<file path="config.mk">
export PLATFORM = sky130hd
export DESIGN_NAME = dct_butterfly_feed
export DESIGN_NICKNAME = d
export VERILOG_FILES = /design/src/rtl/dct_butterfly_feed.sv
export SDC_FILE = /design/constraint.sdc
export NUM_CORES = 1
export LEC_CHECK = 0
export CAP_MARGIN = 25
export CORE_MARGIN = 4
export CORE_UTILIZATION = 55
export CTS_CLUSTER_DIAMETER = 50
export DETAILED_ROUTE_END_ITERATION = 8
export DONT_BUFFER_PORTS = 1
export GPL_TIMING_DRIVEN = 0
export PLACE_DENSITY = 0.76
export SLEW_MARGIN = 20
export SYNTH_ARGS = -nofsm -noshare
export SYNTH_HDL_FRONTEND = slang
export SYNTH_SLANG_ARGS = --single-unit
</file>
<file path="constraint.sdc">
create_clock -name sys_clk -period 4.75 [get_ports sys_clk]
set_input_delay 0.95 -clock sys_clk [delete_from_list [all_inputs] [get_ports sys_clk]]
set_output_delay 0.95 -clock sys_clk [all_outputs]
set_load 0.005 [all_outputs]
</file>
<file path="src/rtl/dct_butterfly_feed.sv">
// Row capture buffer and even/odd butterfly feeder for an 8-point DA DCT.
// Collects 8 level-shifted samples, then presents the sum set and the
// difference set on X0..X3, each held for PHASE_LEN cycles.
module dct_butterfly_feed #(
  parameter int unsigned PHASE_LEN = 6
) (
  input  logic               sys_clk,
  input  logic               sys_rst_n,
  input  logic [7:0]         pixel_i,
  input  logic               pixel_vld_i,
  output logic               pixel_rdy_o,
  output logic signed [11:0] X0,
  output logic signed [11:0] X1,
  output logic signed [11:0] X2,
  output logic signed [11:0] X3,
  output logic               DA_start,
  output logic               phase_o,
  output logic [2:0]         row_idx_o
);

  localparam int unsigned SW  = 9;   // level-shifted sample width
  localparam int unsigned XW  = 12;  // butterfly operand width
  localparam int unsigned PCW = 4;   // phase counter width
  localparam int unsigned NS  = 8;   // samples per row
  localparam logic [PCW-1:0] PH_LAST = PCW'(PHASE_LEN - 1);

  typedef enum logic [1:0] {
    ST_IDLE = 2'd0,
    ST_EVEN = 2'd1,
    ST_ODD  = 2'd2
  } state_t;

  // Capture side
  logic signed [SW-1:0] r_cap [NS];
  logic signed [SW-1:0] r_work [NS];
  logic [2:0]           r_cap_cnt;
  logic                 r_cap_full;
  logic                 w_accept;
  logic signed [SW-1:0] w_shift;

  // Sequencer
  state_t         r_state;
  state_t         w_state_nxt;
  logic [PCW-1:0] r_ph_cnt;
  logic [PCW-1:0] w_ph_cnt_nxt;
  logic           w_ph_last;
  logic           w_load_even;
  logic           w_load_odd;
  logic           w_row_adv;
  logic           w_xfer;

  // Output registers
  logic signed [XW-1:0] r_x0, r_x1, r_x2, r_x3;
  logic                 r_da_start;
  logic                 r_phase;
  logic [2:0]           r_row_idx;

  // Butterfly operands
  logic signed [XW-1:0] w_even0, w_even1, w_even2, w_even3;
  logic signed [XW-1:0] w_odd0, w_odd1, w_odd2, w_odd3;

  function automatic logic signed [XW-1:0] sext(input logic signed [SW-1:0] v);
    return {{(XW - SW){v[SW-1]}}, v};
  endfunction

  assign w_accept    = pixel_vld_i & ~r_cap_full;
  assign w_shift     = $signed({1'b0, pixel_i} - 9'd128);
  assign pixel_rdy_o = ~r_cap_full;
  assign w_ph_last   = (r_ph_cnt == PH_LAST);
  assign w_xfer      = w_load_even;

  // Capture buffer: fills slots 0..7, then blocks until the row is transferred
  always_ff @(posedge sys_clk or negedge sys_rst_n) begin
    if (!sys_rst_n) begin
      for (int i = 0; i < NS; i++) r_cap[i] <= '0;
      r_cap_cnt  <= '0;
      r_cap_full <= 1'b0;
    end else begin
      if (w_accept) begin
        r_cap[r_cap_cnt] <= w_shift;
        r_cap_cnt        <= r_cap_cnt + 3'd1;
        if (r_cap_cnt == 3'd7) r_cap_full <= 1'b1;
      end else if (w_xfer) begin
        r_cap_full <= 1'b0;
      end
    end
  end

  // Work register: snapshot of the row being fed to the DA stage
  always_ff @(posedge sys_clk or negedge sys_rst_n) begin
    if (!sys_rst_n) begin
      for (int i = 0; i < NS; i++) r_work[i] <= '0;
    end else if (w_xfer) begin
      for (int i = 0; i < NS; i++) r_work[i] <= r_cap[i];
    end
  end

  // Sequencer state and phase counter
  always_ff @(posedge sys_clk or negedge sys_rst_n) begin
    if (!sys_rst_n) begin
      r_state  <= ST_IDLE;
      r_ph_cnt <= '0;
    end else begin
      r_state  <= w_state_nxt;
      r_ph_cnt <= w_ph_cnt_nxt;
    end
  end

  // Next state: IDLE -> EVEN on a full buffer, EVEN -> ODD, ODD -> EVEN/IDLE
  always_comb begin
    w_state_nxt  = r_state;
    w_ph_cnt_nxt = r_ph_cnt;
    w_load_even  = 1'b0;
    w_load_odd   = 1'b0;
    w_row_adv    = 1'b0;
    case (r_state)
      ST_IDLE: begin
        if (r_cap_full) begin
          w_state_nxt  = ST_EVEN;
          w_ph_cnt_nxt = '0;
          w_load_even  = 1'b1;
        end
      end
      ST_EVEN: begin
        if (w_ph_last) begin
          w_state_nxt  = ST_ODD;
          w_ph_cnt_nxt = '0;
          w_load_odd   = 1'b1;
        end else begin
          w_ph_cnt_nxt = r_ph_cnt + 4'd1;
        end
      end
      ST_ODD: begin
        if (w_ph_last) begin
          w_row_adv    = 1'b1;
          w_ph_cnt_nxt = '0;
          if (r_cap_full) begin
            // next row already captured: no gap cycle
            w_state_nxt = ST_EVEN;
            w_load_even = 1'b1;
          end else begin
            w_state_nxt = ST_IDLE;
          end
        end else begin
          w_ph_cnt_nxt = r_ph_cnt + 4'd1;
        end
      end
      default: begin
        w_state_nxt  = ST_IDLE;
        w_ph_cnt_nxt = '0;
      end
    endcase
  end

  // Sums come straight from the capture buffer, since the work copy lands
  // on the same edge that loads them; differences come from the work copy.
  assign w_even0 = sext(r_cap[0]) + sext(r_cap[7]);
  assign w_even1 = sext(r_cap[1]) + sext(r_cap[6]);
  assign w_even2 = sext(r_cap[2]) + sext(r_cap[5]);
  assign w_even3 = sext(r_cap[3]) + sext(r_cap[4]);
  assign w_odd0  = sext(r_work[0]) - sext(r_work[7]);
  assign w_odd1  = sext(r_work[1]) - sext(r_work[6]);
  assign w_odd2  = sext(r_work[2]) - sext(r_work[5]);
  assign w_odd3  = sext(r_work[3]) - sext(r_work[4]);

  // Operand, phase, start-pulse and row-index registers
  always_ff @(posedge sys_clk or negedge sys_rst_n) begin
    if (!sys_rst_n) begin
      r_x0       <= '0;
      r_x1       <= '0;
      r_x2       <= '0;
      r_x3       <= '0;
      r_da_start <= 1'b0;
      r_phase    <= 1'b0;
      r_row_idx  <= '0;
    end else begin
      r_da_start <= w_load_even | w_load_odd;
      if (w_load_even) begin
        r_x0    <= w_even0;
        r_x1    <= w_even1;
        r_x2    <= w_even2;
        r_x3    <= w_even3;
        r_phase <= 1'b0;
      end else if (w_load_odd) begin
        r_x0    <= w_odd0;
        r_x1    <= w_odd1;
        r_x2    <= w_odd2;
        r_x3    <= w_odd3;
        r_phase <= 1'b1;
      end
      if (w_row_adv) r_row_idx <= r_row_idx + 3'd1;
    end
  end

  assign X0        = r_x0;
  assign X1        = r_x1;
  assign X2        = r_x2;
  assign X3        = r_x3;
  assign DA_start  = r_da_start;
  assign phase_o   = r_phase;
  assign row_idx_o = r_row_idx;

endmodule

</file>
==> results.ini, run 1 <==
[yosys]
synth-seq-cells = 183
yosys.area.top_type_share_pct = 46.0
ys_top_cells_by_area = dfrtp_1 (46%), ha_1 (9.3%), nand2_1 (6.3%)
ys.flop_type = dfrtp_1
ys_seq_area_share_pct = 46.0
synth_area_um2 = 9960
ys_async_sr_fraction_pct = 100
synth-edff-count = 0
yosysWarnings = 0
synth_top_cell_by_area = dfrtp_1
synth_cells = 987
avgSynthCellArea_um2 = 10.1
syn-num-nets = 1080
synth_cell_types = 68

[die]
dieArea_um2 = 20300
die_x_um = 143
start_util_pct = 56.8
rows = 48
core_um2 = 17500
io_pins = 65
die_h_um = 143

[job]
cap_violations = 0

[cts]
clock-root-buffer = clkbuf_16
cts_hold_buffers = 0
insertion_delay_ns = 0.44
post_cts_buffers = 0
cts_buffer_depth = 2
cts_made_buffers = 17
clk_pin_slew_ns = 0.07
clock-sinks = 183
cts_resized = 0
cts_max_level = 4
cts_tree = yes

[grt]
grt_use_total_pct = 25.8
antenna_found_initial = 0
grt_pass1_wl_mm = 39.9
grt_max_degree = 184
grt_overflow = 0
grt_pass1_vias = 7232

[critical_path]
worstPathMaxFanout = 10
critPathArrivalTime_ns = 2.83
worstPathRequired_ns = 5.04
start_kind = flop
critPathKind = flop to flop
worst_setup_path_end_kind = flop

[place]
port_buffers = 0
placedCellCount = 1212
place_ws_ns = 2.23
dp_hpwl_mm = 17.4
finalWeightedCongestion = 0.851
placed_area_um2 = 10200

[layout]
fin_util_pct = 61.6
drive_gt1_share_pct = 9.32
finalInstanceArea_um2 = 10800
antenna_cells = 0
layout_common_cells = dfrtp_1 (183), nand2_1 (167), ha_1 (74), a21oi_1 (58), o21ai_1 (56)
nNetsFinal = 1099
final_common_cell = dfrtp_1
synthToLayoutAreaGrowth_pct = 8.42
fin_cells = 1244

[outcome]
outcome = finished, final reports clean

[power]
power_mw = 8.38
power_leakage_nw = 4.98
p_per_area_nw_per_um2 = 776
vdd_ir_drop_max_uv = 348

[route]
via_per_inst = 5.85
ant_nets = 0
vias = 7280
drt_iter0_drc = 718
drc_errors = 0
wl_per_cell_um = 20.0
first_pass_iters = 6
wl_mm = 24.9

[sta]
setup_ws_ns = 2.21
finalMaxSlewViolations = 0
setup_tns_ns = 0
max_freq_ghz = 0.394
tightest_slew_ns = 0.875
period_minus_slack_ns = 2.54
slew_headroom_pct = 41.6
holdWs_ns = 0.214
hold_viol = 0
grt_setup_unrepaired = false
setup_viol = 0
fin_crit_sh_pct = 53.4
finClkSkew_ns = 0.00821

[hold_path]
hold_class = input port to asynchronous set/reset pin

where the power goes:
| group | switching [mW] | internal, mW | total, mW |
|---|---|---|---|
| clock | 0.630 | 0.724 | 1.35 |
| combinational | 2.29 | 1.89 | 4.18 |
| sequential | 0.576 | 2.26 | 2.84 |
| total | 3.50 | 4.88 | 8.38 |
synth_stat cells, types with 3 or more instances:
cell type	count
o31a_1	8
buf_4	10
a21boi_0	3
inv_1	53
nand2_1	167
nor3_1	8
xor2_1	15
o31ai_1	6
fa_1	8
xnor2_1	20
mux2_2	6
buf_1	4
mux2_4	7
nor2_2	3
nor3b_1	4
ha_1	74
nor2_1	44
o21ai_1	56
o21ai_0	21
nor2b_1	23
mux2_1	47
o221ai_1	4
a21o_1	7
nand2b_1	10
o21a_1	9
o22ai_1	8
buf_2	21
a211oi_1	13
a21boi_1	3
clkbuf_1	5
a21oi_1	58
mux2i_1	6
a31oi_1	9
o211ai_1	4
nand3_1	10
a22oi_1	5
dfrtp_1	183
area by class of cell:
class / instances / area, µm²
inverters: 54 / 203
clock buffers: 18 / 429
clock inverters: 14 / 128
well taps: 225 / 282
plain buffers: 42 / 245
fillers: 1420 / 6740
flip-flops and latches: 183 / 4580
multi-input cells: 708 / 4930
metal layers:
metal / routed length (µm) / part of all wire, % / global-route usage [%]
met4: 743 / 3.0 / 10.3
met3: 1530 / 6.2 / 5.51
met1: 11000 / 44 / 35.1
met5: 0 / 0 / 0
met2: 11600 / 47 / 40.5
critical path: stages (launching register included):
cell     delay, ns
dfrtp_1       0.42
ha_1          0.26
and3b_1       0.22
nand2_1       0.08
buf_2         0.33
buf_1         0.71
nor2_1        0.08
a31oi_1       0.21
a22oi_1       0.09
worst paths after layout:
check	start	endpoint	slack [ns]	depth (start not counted)
max in group asynchronous	sys_rst_n	r_cap[31]	4.25	0
min in group sys_clk	r_work[52]	r_work[52]	0.49	2
min reg2reg	r_work[52]	r_work[52]	0.49	2
max	r_ph_cnt[0]	X1[7]	2.21	8
max reg2reg	r_ph_cnt[0]	X1[7]	2.21	8
min	sys_rst_n	r_ph_cnt[2]	0.21	0
registers in the layout, summed over array words and instances, names as in the netlist:
name and cells:
X0 10, r_cap_full 1, X3 10, X1 10, X2 10, DA_start 1
row_idx_o 3, phase_o 1, r_work 64, r_ph_cnt 4, r_cap_cnt 3, r_cap 64
r_state 2
cells by family after synthesis:
group | Yosys count | synth area share, %
muxes | 66 | 7.65
and+or+nand+nor | 296 | 13.8
buffers and inverters | 96 | 4.50
xor gates and xnor gates | 35 | 3.08
DFF | 183 | 46.0
adders and majority gates | 82 | 10.9
AOI/OAI and AO/OA | 229 | 14.0
(Power assumes the default switching activity.)
==> run 2, diff against run 1 <==
--- a/config.mk
+++ b/config.mk
@@ -12,7 +12,7 @@
 export DETAILED_ROUTE_END_ITERATION = 8
 export DONT_BUFFER_PORTS = 1
 export GPL_TIMING_DRIVEN = 0
-export PLACE_DENSITY = 0.76
+export PLACE_DENSITY = 0.79
 export SLEW_MARGIN = 20
 export SYNTH_ARGS = -nofsm -noshare
 export SYNTH_HDL_FRONTEND = slang
==> constraint.sdc (replaced) <==
create_clock -name sys_clk -period 2.32 [get_ports sys_clk]
set_input_delay 0.464 -clock sys_clk [delete_from_list [all_inputs] [get_ports sys_clk]]
set_output_delay 0.464 -clock sys_clk [all_outputs]
set_load 0.005 [all_outputs]
==> results.ini, run 2 (synthesis results as in run 1) <==
[layout]
drive_gt1_share_pct = 10.4  ; +1.1 points
layout_common_cells = dfrtp_1 (183), nand2_1 (166), ha_1 (74), a21oi_1 (56), o21ai_1 (56)
reg.largest.list = r_cap x64, r_work x64
fin_util_pct = 61.7  ; +0.16 points
fin_cells = 1243  ; -0.080%
fillers = 1393  ; -1.9%
synthToLayoutAreaGrowth_pct = 8.71
finalInstanceArea_um2 = 10800  ; +0.27%
final_common_cell = dfrtp_1
nNetsFinal = 1099  ; unchanged
antenna_cells = 0  ; unchanged

[sta]
finalMaxSlewViolations = 0  ; unchanged
setup_viol = 0  ; unchanged
setup_tns_ns = 0  ; unchanged
tightest_slew_ns = 0.618  ; -0.258 ns
period_minus_slack_ns = 2.29  ; -0.246 ns
fin_crit_sh_pct = 98.7  ; +45 points
grt_setup_unrepaired = false
max_freq_ghz = 0.437  ; +11%
holdWs_ns = -0.275  ; -0.490 ns
slew_headroom_pct = 58.8  ; +17 points
finClkSkew_ns = 0.00821  ; -0.00000256 ns
hold_viol = 183  ; +183
setup_ws_ns = 0.0307  ; -2.18 ns

[job]
cap_violations = 0  ; unchanged

[power]
vdd_ir_drop_max_uv = 761  ; +120%
p_per_area_nw_per_um2 = 1590  ; +110%
power_mw = 17.2  ; +110%
p_sw_share_pct = 42.2  ; +0.46 points
p_int_mw = 9.96  ; +100%
clock_power_share_pct = 15.3  ; -0.9 points
pwr-share-seq_pct = 33.6  ; -0.3 points
power_leakage_nw = 5.00  ; +0.49%
power_switching_mw = 7.28  ; +110%
comb_power_share_pct = 51.0  ; +1.1 points

[cts]
post_cts_buffers = 0  ; unchanged
cts_buffer_depth = 2  ; unchanged
cts_tree = yes
clock-root-buffer = clkbuf_16
clock-sinks = 183  ; unchanged
clk_pin_slew_ns = 0.07  ; about the same
cts_max_level = 4  ; unchanged
cts_made_buffers = 17  ; unchanged
insertion_delay_ns = 0.44  ; about the same

[critical_path]
critPathLaunch = r_cap[27]
reg2reg_slack_ns = 0.03  ; -2.18 ns
cpMaxStageDelayCell = fa_1
crit_top_cell = a21oi_1
max_stage_delay_ns = 0.42  ; -0.29 ns
worstPathMaxFanout = 3  ; -7
crit_chain = ha_1 > fa_1 > a21o_1 > a21oi_1 > nand2b_4 > a21oi_1 > o41ai_2 > o311a_1
worst_setup_path_end_kind = flop
worstPathRequired_ns = 2.70  ; -2.34 ns
critPathKind = flop to flop
r2r-end = X3[8]
start_kind = flop
critPathArrivalTime_ns = 2.67  ; -0.16 ns
rr_startpoint = r_cap[27]
rr_worst_depth = 8  ; unchanged

[die]
start_util_pct = 56.8  ; unchanged
io_pins = 65  ; unchanged
rows = 48  ; unchanged
dieArea_um2 = 20300  ; unchanged
die_h_um = 143  ; unchanged
core_um2 = 17500  ; unchanged
die_x_um = 143  ; unchanged

[grt]
grt_max_degree = 184  ; unchanged
grt_pass1_vias = 7314  ; +1.1%
grt_overflow = 0  ; unchanged
grt_use_total_pct = 25.8  ; about the same
antenna_found_initial = 0  ; unchanged
grt_pass1_wl_mm = 39.9  ; +0.17%

[place]
place_ws_ns = -0.118  ; -2.35 ns
placedCellCount = 1212  ; unchanged
dp_hpwl_mm = 17.6  ; +0.91%
finalWeightedCongestion = 0.886  ; +4.2%
placed_area_um2 = 10200  ; unchanged
port_buffers = 0  ; unchanged

[route]
ant_nets = 0  ; unchanged
vias = 7431  ; +2.1%
wl_per_cell_um = 20.3  ; +1.6%
drt_iter0_drc = 744  ; +3.6%
drc_errors = 0  ; unchanged
wl_mm = 25.2  ; +1.5%
via_per_inst = 5.98  ; +2.2%
first_pass_iters = 5  ; -1

[outcome]
violations = negative hold slack
outcome = finished with violations

[hold_path]
hold_class = input port to asynchronous set/reset pin

run 2: worst max-delay path: cells and delay by family (launching register included):
family / cells / cell delay [ns]
flip-flops: 1 / 0.40
AO/OA/AOI/OAI: 5 / 1.00
adder cells (fa/ha/maj): 2 / 0.66
AND/OR/NAND/NOR: 1 / 0.18
run 2: power by group through the flow:
stage	Clock, mW	Combinational, mW	Sequential (mW)
global placement	0	8.12	5.79
floorplan	0	6.79	5.46
detailed placement	0	8.44	5.84
finish	2.65	8.80	5.80
CTS	2.65	8.61	5.80
global route	2.79	9.79	5.99
run 2: how the worst max path moves through the flow:
| stage | endpoint | slack (ns) | cells past startpoint |
|---|---|---|---|
| 3_5_place_dp | X1[7] | -0.12 | 8 |
| 4_1_cts | X2[8] | 0.04 | 8 |
| 6_report | X3[8] | 0.03 | 8 |
| 3_3_place_gp | X1[7] | -0.06 | 8 |
| 5_1_grt | X3[8] | 0.003 | 8 |
| 2_1_floorplan | X3[8] | 0.32 | 8 |
run 2: cell type report:
cell class	count	area (µm²)	area share, %
multi-input cells	708	4970	45.9
flip-flops and latches	183	4580	42.3
clock buffers	19	443	4.09
well taps	225	282	2.60
plain buffers	42	267	2.46
inverters	54	203	1.87
clock inverters	12	80.1	0.740
run 2: per-layer routing:
metal  track usage (%)  up-vias  wire (µm)
li1                  -     3449          -
met1              33.2     3668      10600
met2              42.6      261      12100
met3              5.81       53       1750
met4              9.85        0        797
met5                 0        -          0
run 2: timing repair:
item | CTS | global route
endpoints found under the hold margin | 183 | 183
endpoints found under the setup margin | 17 | 59
resized for setup | 7 | 16
pin swaps | 0 | 1
==> run 3, diff against run 2 <==
--- a/config.mk
+++ b/config.mk
@@ -5,8 +5,8 @@
 export SDC_FILE = /design/constraint.sdc
 export NUM_CORES = 1
 export LEC_CHECK = 0
+export ABC_AREA = 1
 export CAP_MARGIN = 25
-export CORE_MARGIN = 4
 export CORE_UTILIZATION = 55
 export CTS_CLUSTER_DIAMETER = 50
 export DETAILED_ROUTE_END_ITERATION = 8
==> results.ini, run 3 <==
[layout]
antenna_cells = 0  ; unchanged
layout_common_cells = nand2_1 (499), dfrtp_1 (183), inv_1 (171), nand3_1 (91), nor2_1 (91)
fin_util_pct = 61.0  ; -0.74 points
final_common_cell = nand2_1
reg.largest.list = r_cap x64, r_work x64
drive_gt1_share_pct = 6.72  ; -3.7 points
synthToLayoutAreaGrowth_pct = 8.09
fin_cells = 1648  ; +33%
finalInstanceArea_um2 = 11400  ; +5.7%
nNetsFinal = 1494  ; +36%

[yosys]
yosysWarnings = 0  ; unchanged
ys_async_sr_fraction_pct = 100  ; unchanged
ys.flop_type = dfrtp_1
synth-edff-count = 0  ; unchanged
yosys.area.top_type_share_pct = 43.2  ; -2.7 points
syn-num-nets = 1475  ; +37%
avgSynthCellArea_um2 = 7.66  ; -24%
ys_top_cells_by_area = dfrtp_1 (43%), nand2_1 (18%), ha_1 (8.7%)
synth_most_common_cell = nand2_1
synth-seq-cells = 183  ; unchanged
synth_cell_types = 33  ; -51%
synth_top_cell_by_area = dfrtp_1
synth_area_um2 = 10600  ; +6.3%
ys_seq_area_share_pct = 43.2  ; -2.7 points
yosys-top-cells-count = nand2_1 (499), dfrtp_1 (183), inv_1 (171)
synth_cells = 1382  ; +40%

[die]
rows = 50  ; +4.2%
core_um2 = 18800  ; +7.0%
die_h_um = 141  ; -1.3%
start_util_pct = 56.4  ; -0.36 points
io_pins = 65  ; unchanged
dieArea_um2 = 19800  ; -2.5%
die_x_um = 141  ; -1.3%

[grt]
grt_max_degree = 184  ; unchanged
grt_use_total_pct = 27.9  ; +2.1 points
grt_pass1_wl_mm = 42.2  ; +5.7%
grt_overflow = 0  ; unchanged
antenna_found_initial = 0  ; unchanged
grt_pass1_vias = 8435  ; +15%

[sta]
finalMaxSlewViolations = 0  ; unchanged
period_minus_slack_ns = 2.27  ; -0.0216 ns
holdWs_ns = -0.274  ; +0.00112 ns
hold_viol = 183  ; unchanged
setup_viol = 0  ; unchanged
setup_ws_ns = 0.0523  ; +0.0216 ns
fin_crit_sh_pct = 97.7  ; -0.93 points
setup_tns_ns = 0  ; unchanged
max_freq_ghz = 0.441  ; +0.95%
tightest_slew_ns = 0.617  ; -0.00114 ns
finClkSkew_ns = 0.00876  ; +0.000551 ns
grt_setup_unrepaired = false
slew_headroom_pct = 58.8  ; about the same

[route]
drc_errors = 0  ; unchanged
first_pass_iters = 5  ; unchanged
wl_mm = 26.9  ; +6.4%
ant_nets = 0  ; unchanged
wl_per_cell_um = 16.3  ; -20%
drt_iter0_drc = 849  ; +14%
vias = 9011  ; +21%
via_per_inst = 5.47  ; -8.5%

[critical_path]
critPathKind = flop to flop
worstPathRequired_ns = 2.64  ; -0.06 ns
worst_setup_path_end_kind = flop
worstPathMaxFanout = 10  ; +7
start_kind = flop
critPathArrivalTime_ns = 2.59  ; -0.08 ns

[power]
vdd_ir_drop_max_uv = 704  ; -7.4%
power_leakage_nw = 6.18  ; +24%
p_per_area_nw_per_um2 = 1560  ; -2.1%
power_mw = 17.8  ; +3.5%

[cts]
cts_tree = yes
cts_max_level = 4  ; unchanged
insertion_delay_ns = 0.44  ; about the same
cts_made_buffers = 17  ; unchanged
cts_buffer_depth = 2  ; unchanged
post_cts_buffers = 0  ; unchanged
clk_pin_slew_ns = 0.07  ; about the same
clock-sinks = 183  ; unchanged
clock-root-buffer = clkbuf_16

[hold_path]
hold_class = input port to asynchronous set/reset pin

[place]
placed_area_um2 = 10900  ; +6.3%
place_ws_ns = -0.0241  ; +0.0937 ns
port_buffers = 0  ; unchanged
placedCellCount = 1616  ; +33%
dp_hpwl_mm = 19.2  ; +9.2%
finalWeightedCongestion = 0.935  ; +5.4%

[job]
cap_violations = 0  ; unchanged

[outcome]
outcome = finished with violations
violations = negative hold slack

-- run 3: cell types whose count changed after synthesis, moves of 47 or more --
cell	change
nand2_1	+332
inv_1	+118
nand3_1	+81
o21ai_0	+62
o21ai_1	-55
nor2_1	+48
mux2_1	-47
-- run 3: final cells by class --
cell class,count,area (µm²)
Sequential cell,183,4580
Clock buffer,18,429
Tap cell,234,293
Inverter,174,653
Multi-Input combinational cell,983,5070
Buffer,42,295
Clock inverter,14,128
Fill cell,1602,7320
-- run 3: worst max-delay path: stages, from the launching register on --
cell and delay [ns]:
dfrtp_1 0.44, inv_1 0.09, ha_1 0.25, nand3_1 0.14, nand4_2 0.49, buf_2 0.46, a21oi_1 0.21, nor2_1 0.06
-- run 3: logic make-up after synthesis --
group                      after synthesis  share of synthesized area, %
and+or+nand+nor                        724                          28.1
buffers and inverters                  216                          8.96
DFF                                    183                          43.2
AOI/OAI and AO/OA                      157                          7.75
adders and majority gates               82                          10.3
xor gates and xnor gates                20                          1.65
-- run 3: path summary, 6_finish.rpt --
kind                            start    endpoint  slack, ns  cells past startpoint
setup / recovery           r_state[0]       X2[8]       0.05                      7
min in group sys_clk       pixel_i[7]    r_cap[7]       0.11                      1
max in group asynchronous   sys_rst_n       X0[2]       2.31                      0
hold reg to reg            r_work[58]  r_work[58]       0.48                      2
hold / removal              sys_rst_n      X1[10]      -0.27                      0
setup reg to reg           r_state[0]       X2[8]       0.05                      7
-- run 3: power breakdown --
part | switching, mW | total (mW) | internal (mW)
clock network | 1.27 | 2.75 | 1.48
logic | 5.79 | 9.40 | 3.62
registers | 1.12 | 5.69 | 4.57
-- run 3: what timing repair did --
action,CTS,global route
setup endpoints to repair,1,0
gates resized for setup,1,0
endpoints found under the hold margin,183,183
-- run 3: metal layers --
metal  routed length [µm]  global-route usage (%)  up-vias
met5                    0                       0        -
met1                11800                    36.8     4253
met3                 1640                    5.03       70
met2                12200                    44.4      291
met4                 1210                    13.7        0
li1                     -                       -     4397
